## config.mk

```make
export PLATFORM = sky130hd
export DESIGN_NAME = sq_wave_period_meter
export DESIGN_NICKNAME = d
export VERILOG_FILES = /design/src/rtl/sq_wave_period_meter.sv
export SDC_FILE = /design/constraint.sdc
export NUM_CORES = 1
export LEC_CHECK = 0
export CORE_MARGIN = 4
export CORE_UTILIZATION = 57
export CTS_BUF_LIST = sky130_fd_sc_hd__clkbuf_8
export DETAILED_ROUTE_END_ITERATION = 16
export PLACE_DENSITY = 0.83
export SLEW_MARGIN = 30
export SYNTH_ARGS = -nofsm -noshare
export SYNTH_HDL_FRONTEND = slang
export SYNTH_SLANG_ARGS = --single-unit
export TNS_END_PERCENT = 10
```

## constraint.sdc

```tcl
create_clock -name clk -period 2.2 [get_ports clk]
set_clock_uncertainty 0.2 [all_clocks]
set_input_delay 0.66 -clock clk [delete_from_list [all_inputs] [get_ports clk]]
set_output_delay 0.66 -clock clk [all_outputs]
set_load 0.05 [all_outputs]
```

## src/rtl/sq_wave_period_meter.sv

```systemverilog
// rtl/sq_wave_period_meter.sv - measures ON/OFF tick counts of each complete square-wave period
module sq_wave_period_meter #(
    parameter int CLK_PER_TICK = 10,
    parameter int CNT_W        = 8
) (
    input  logic             clk,
    input  logic             reset,
    input  logic             en,
    input  logic             sq_in,
    output logic [CNT_W-1:0] on_ticks,
    output logic [CNT_W-1:0] off_ticks,
    output logic             overflow,
    output logic             meas_valid,
    output logic             busy
);

    localparam int               PC_W    = $clog2(CLK_PER_TICK + 1);
    localparam logic [PC_W-1:0]  PC_MAX  = PC_W'(CLK_PER_TICK);
    localparam logic [PC_W-1:0]  PC_ONE  = PC_W'(1);
    localparam logic [CNT_W-1:0] CNT_MAX = '1;

    typedef enum logic [1:0] {
        IDLE      = 2'd0,
        SYNC      = 2'd1,
        MEAS_HIGH = 2'd2,
        MEAS_LOW  = 2'd3
    } state_t;

    state_t state_q, state_d;

    logic s1_q, s2_q, s3_q;
    logic rise, fall, any_edge, tick;

    logic [PC_W-1:0]  pc_q, pc_d, pc_cur;
    logic [CNT_W-1:0] hi_cnt_q, hi_cnt_d, lo_cnt_q, lo_cnt_d;
    logic [CNT_W-1:0] on_q, on_d, off_q, off_d;
    logic             ovf_q, ovf_d, ovf_out_q, ovf_out_d, valid_q, valid_d;

    logic busy_w, cnt_hi, cnt_lo, clr_hi, clr_lo, clr_ovf, load;
    logic hi_sat, lo_sat;

    assign rise     = s2_q & ~s3_q;
    assign fall     = ~s2_q & s3_q;
    assign any_edge = rise | fall;

    // pc_q numbers the current cycle inside the tick window; an edge cycle is
    // always cycle 1 of a new window, so a phase of L cycles yields L/CLK_PER_TICK ticks
    assign pc_cur = any_edge ? PC_ONE : pc_q;
    assign tick   = ~any_edge && (pc_q == PC_MAX);
    assign pc_d   = (pc_cur == PC_MAX) ? PC_ONE : pc_cur + 1'b1;

    // State register, synchronizer, tick window and datapath registers
    always_ff @(posedge clk or negedge reset) begin
        if (!reset) begin
            state_q   <= IDLE;
            s1_q      <= 1'b0;
            s2_q      <= 1'b0;
            s3_q      <= 1'b0;
            pc_q      <= '0;
            hi_cnt_q  <= '0;
            lo_cnt_q  <= '0;
            ovf_q     <= 1'b0;
            on_q      <= '0;
            off_q     <= '0;
            ovf_out_q <= 1'b0;
            valid_q   <= 1'b0;
        end else begin
            state_q   <= state_d;
            s1_q      <= sq_in;
            s2_q      <= s1_q;
            s3_q      <= s2_q;
            pc_q      <= pc_d;
            hi_cnt_q  <= hi_cnt_d;
            lo_cnt_q  <= lo_cnt_d;
            ovf_q     <= ovf_d;
            on_q      <= on_d;
            off_q     <= off_d;
            ovf_out_q <= ovf_out_d;
            valid_q   <= valid_d;
        end
    end

    // Next state: enable drop wins from any state, otherwise follow the synchronized edges
    always_comb begin
        state_d = state_q;
        case (state_q)
            IDLE:      state_d = SYNC;
            SYNC:      if (rise) state_d = MEAS_HIGH;
            MEAS_HIGH: if (fall) state_d = MEAS_LOW;
            MEAS_LOW:  if (rise) state_d = MEAS_HIGH;
            default:   state_d = IDLE;
        endcase
        if (!en) begin
            state_d = IDLE;
        end
    end

    // Per-state control strobes for the tick counters and the result registers
    always_comb begin
        busy_w  = 1'b0;
        cnt_hi  = 1'b0;
        cnt_lo  = 1'b0;
        clr_hi  = 1'b0;
        clr_lo  = 1'b0;
        clr_ovf = 1'b0;
        load    = 1'b0;
        case (state_q)
            IDLE: begin
                clr_hi  = 1'b1;
                clr_lo  = 1'b1;
                clr_ovf = 1'b1;
            end
            SYNC: begin
                if (en && rise) begin
                    clr_hi  = 1'b1;
                    clr_ovf = 1'b1;
                end
            end
            MEAS_HIGH: begin
                busy_w = 1'b1;
                if (en) begin
                    if (fall) clr_lo = 1'b1;
                    else      cnt_hi = 1'b1;
                end
            end
            MEAS_LOW: begin
                busy_w = 1'b1;
                if (en) begin
                    if (rise) begin
                        load    = 1'b1;
                        clr_hi  = 1'b1;
                        clr_lo  = 1'b1;
                        clr_ovf = 1'b1;
                    end else begin
                        cnt_lo = 1'b1;
                    end
                end
            end
            default: ;
        endcase
    end

    assign hi_sat = (hi_cnt_q == CNT_MAX);
    assign lo_sat = (lo_cnt_q == CNT_MAX);

    // Saturating tick counters; a tick that finds a counter full marks the period as overflowed
    always_comb begin
        hi_cnt_d = hi_cnt_q;
        lo_cnt_d = lo_cnt_q;
        ovf_d    = ovf_q;
        if (clr_hi) begin
            hi_cnt_d = '0;
        end else if (cnt_hi && tick) begin
            if (hi_sat) ovf_d    = 1'b1;
            else        hi_cnt_d = hi_cnt_q + 1'b1;
        end
        if (clr_lo) begin
            lo_cnt_d = '0;
        end else if (cnt_lo && tick) begin
            if (lo_sat) ovf_d    = 1'b1;
            else        lo_cnt_d = lo_cnt_q + 1'b1;
        end
        if (clr_ovf) begin
            ovf_d = 1'b0;
        end
    end

    // Results are captured only at the rise that closes a full period
    always_comb begin
        on_d      = on_q;
        off_d     = off_q;
        ovf_out_d = ovf_out_q;
        valid_d   = load;
        if (load) begin
            on_d      = hi_cnt_q;
            off_d     = lo_cnt_q;
            ovf_out_d = ovf_q;
        end
    end

    assign on_ticks   = on_q;
    assign off_ticks  = off_q;
    assign overflow   = ovf_out_q;
    assign meas_valid = valid_q;
    assign busy       = busy_w;

endmodule

```

==> results <==
-- flip-flops by register name, summed over array words and instances (netlist names) --
register and cells:
off_ticks 8, ovf_q 1, s1_q 1, s2_q 1
hi_cnt_q 8, on_ticks 8, s3_q 1, state_q 2
meas_valid 1, pc_q 4, lo_cnt_q 8, overflow 1
-- logic make-up after synthesis --
family | after synthesis
flip-flops | 44
buffers and inverters | 17
AND/OR/NAND/NOR | 96
AO/OA/AOI/OAI | 44
XOR/XNOR | 1
adder cells (fa/ha/maj) | 4
multiplexers | 2
-- power groups by stage --
stage	sequential (mW)	clock [mW]	combinational (mW)
6_report	0.847	0.596	0.105
5_1_grt	0.851	0.634	0.118
4_1_cts	0.846	0.608	0.106
3_5_place_dp	0.863	0	0.105
3_3_place_gp	0.861	0	0.104
2_1_floorplan	0.855	0	0.0618
-- critical path, delay by kind of cell (launching register included) --
kind	cells	cell delay, ps
AO/OA/AOI/OAI	1	170
adder cells (fa/ha/maj)	1	220
flip-flops	1	390
AND/OR/NAND/NOR	3	940
buffers and inverters	1	60
-- through the flow --
step / setup TNS, ps / setup slack, ps / util [%] / cells / area (um2)
CTS: 0 / 96.8 / 71.5 / 287 / 2420
finish: 0 / 146 / 71.7 / 287 / 2430
floorplan: 0 / 272 / - / 208 / 2020
detailed placement: -8140 / -420 / 68.3 / 279 / 2320
global route: 0 / 6.02 / 71.7 / 287 / 2430
global placement: -7290 / -388 / 68.3 / 279 / 2320
-- per-layer routing --
layer  wire [um]  track usage, %
met1        1910            26.6
met2        1780            31.1
met3         159            4.99
met4          56            7.59
met5           0               0
-- final cells by class --
| cell class | count | area, um2 |
|---|---|---|
| Clock buffer | 5 | 68.8 |
| Clock inverter | 3 | 38.8 |
| Fill cell | 276 | 961 |
| Inverter | 9 | 33.8 |
| Multi-Input combinational cell | 147 | 853 |
| Sequential cell | 44 | 1100 |
| Tap cell | 46 | 57.6 |
| Timing Repair Buffer | 33 | 275 |
-- worst max-delay path by stage --
stage / from / end / slack [ps] / cells after the start
after floorplan: s2_q$_DFF_PN0_ / lo_cnt_q[6]$_DFFE_PN0P_ / 270 / 6
after global placement: en / lo_cnt_q[5]$_DFFE_PN0P_ / -390 / 5
after detailed placement: en / lo_cnt_q[3]$_DFFE_PN0P_ / -420 / 5
after CTS: en / lo_cnt_q[4]$_DFFE_PN0P_ / 100 / 5
after global routing: s2_q$_DFF_PN0_ / hi_cnt_q[7]$_DFFE_PN0P_ / 6 / 6
final: s2_q$_DFF_PN0_ / hi_cnt_q[7]$_DFFE_PN0P_ / 150 / 6
-- cell usage in the layout, fill, tap and decap left out, types with 2 or more instances in the layout --
cell and count:
and4_1 3, o41ai_1 4, ha_1 4, o211ai_1 2, nand3_1 6, a21oi_1 11
o31ai_1 6, inv_1 9, buf_4 28, clkbuf_8 5, a31o_2 2, or4_1 5
o311ai_0 2, o21ai_0 8, mux2i_1 2, buf_12 2, nand2_1 57, and3_1 2
nand4_1 3, nor2_1 6, or3_1 2, nor2b_1 2, dfrtp_1 44
-- timing repair --
action,4_1_cts,5_1_grt
hold buffers,0,0
cloned,0,0
pin swaps,0,0
gates resized for setup,1,3
setup endpoints to repair,11,3
hold endpoints to repair,0,0
setup buffers,0,0
==> flow_metrics.py <==
metrics = {
    "status": {
        "status": "finished clean",
    },
    "setup_path": {
        "cp_slowest_cell": "or4_1",
        "cpPeakStageDelay_ps": 520,
        "r2r-start": "s2_q$_DFF_PN0_",
        "r2r_end": "hi_cnt_q[7]$_DFFE_PN0P_",
        "required_ps": 2220,
        "critPathMaxFanout": 4,
        "r2r_cells": 6,
        "cp-end-kind": "flop",
        "crit_chain": "inv_1, ha_1, and4bb_1, nand3_1, or4_1, a21oi_1",
        "ff2ff_setup_slack_ps": 150,
        "worstPathArrival_ps": 2080,
        "start_kind": "flop",
        "crit_type": "reg -> reg",
    },
    "timing": {
        "post-route-period-util_pct": 93.4,
        "setup_viol": 0,
        "worst_pin_slew_ps": 533,
        "rsz0062_at_grt": "false",
        "finalCriticalPeriod_ps": 2050,
        "relSlewSlack_pct": 64.5,
        "hold_ws_ps": 153,
        "slew_viol_final": 0,
        "hold_viol": 0,
        "fmax_mhz": 487,
    },
    "grt": {
        "grtUsageTotal_pct": 19.9,
        "grt_max_degree": 45,
        "grt_pass1_wl_um": 6810,
        "grt_pass1_vias": 1526,
        "grt-ovfl-total": 0,
        "antenna_found_initial": 0,
    },
    "synthesis": {
        "synth_top_family_by_area": "simple AND/OR/NAND/NOR gates",
        "syn_inst": 208,
        "syn_avg_cell_area_um2": 9.71,
        "ys_top_cells_by_area": "dfrtp_1 (54%), nand2_1 (11%), a21oi_1 (2.7%)",
        "syn_nets": 216,
        "ys_warn_count": 0,
        "synthTopCellsByCount": "nand2_1 (57), dfrtp_1 (44), a21oi_1 (11), inv_1 (8), o21ai_0 (8)",
        "synth_edf_count": 0,
        "yosysSeqAreaShare_pct": 54.5,
        "ys.flop_type": "dfrtp_1",
        "synthSimpleGateAreaFrac_pct": 23.3,
        "ys_types": 43,
        "synth.most_common_cell": "nand2_1",
        "synth_top_cell_area_share_pct": 54.5,
        "synth_compound_area_share_pct": 14.8,
        "syn_area_um2": 2020,
        "synth.ff_latch_count": 44,
        "synthMuxAreaShare_pct": 0.991,
        "synth_xor_area_share_pct": 0.433,
        "synth_fa_ha_area_share_pct": 2.48,
        "async_reset_ff_share_pct": 100,
        "synth_top_area_cell": "dfrtp_1",
    },
    "clocking": {
        "clk_pin_slew_ps": 80,
        "clockBufferDepth": 2,
        "h-tree-depth": 2,
        "cts.sinks": 44,
        "cts_buffers": 5,
        "clock_latency_ps": 300,
        "cts_tree": "yes",
        "cts-root-buf": "clkbuf_8",
    },
    "detailed_routing": {
        "vias_per_cell": 5.66,
        "drcViolationCount": 0,
        "first_pass_iters": 4,
        "num_vias": 1625,
        "wl_um": 3900,
        "drtIter0Drc": 87,
        "final_antenna_net_count": 0,
        "routedWlPerCell_um": 13.6,
    },
    "floorplanning": {
        "start_util_pct": 59.6,
        "fp.dieW_um": 67.5,
        "rows": 21,
        "dieArea_um2": 4560,
        "dieHeight_um": 67.5,
        "io_pins": 23,
        "core_area_um2": 3390,
    },
    "power": {
        "switching_power_mw": 0.346,
        "p_sw_share_pct": 22.4,
        "p_total_mw": 1.55,
        "ir_drop_v": 0.000408,
        "p_int_mw": 1.20,
        "combPwrFrac_pct": 6.8,
        "leakagePower_nw": 1.17,
        "p_per_area_nw_per_um2": 637,
        "seqPwrFrac_pct": 54.7,
        "pwr-share-clk_pct": 38.5,
    },
    "run": {
        "maxCapViolCount": 0,
    },
    "hold_path": {
        "hp-class": "reg -> reg",
        "min_path_cells": 0,
        "hp-start": "s1_q$_DFF_PN0_",
        "min_to": "s2_q$_DFF_PN0_",
    },
    "cells_and_area": {
        "drive_gt1_share_pct": 17.8,
        "syn2layout_area_growth_pct": 20.2,
        "antenna_cells": 0,
        "nets": 248,
    },
    "placed_design": {
        "gp_congestion": 0.827,
        "numPortBuffers": 22,
        "hpwlAfterDp_um": 2660,
    },
}
Note: power is estimated with default switching activity, not from simulation.
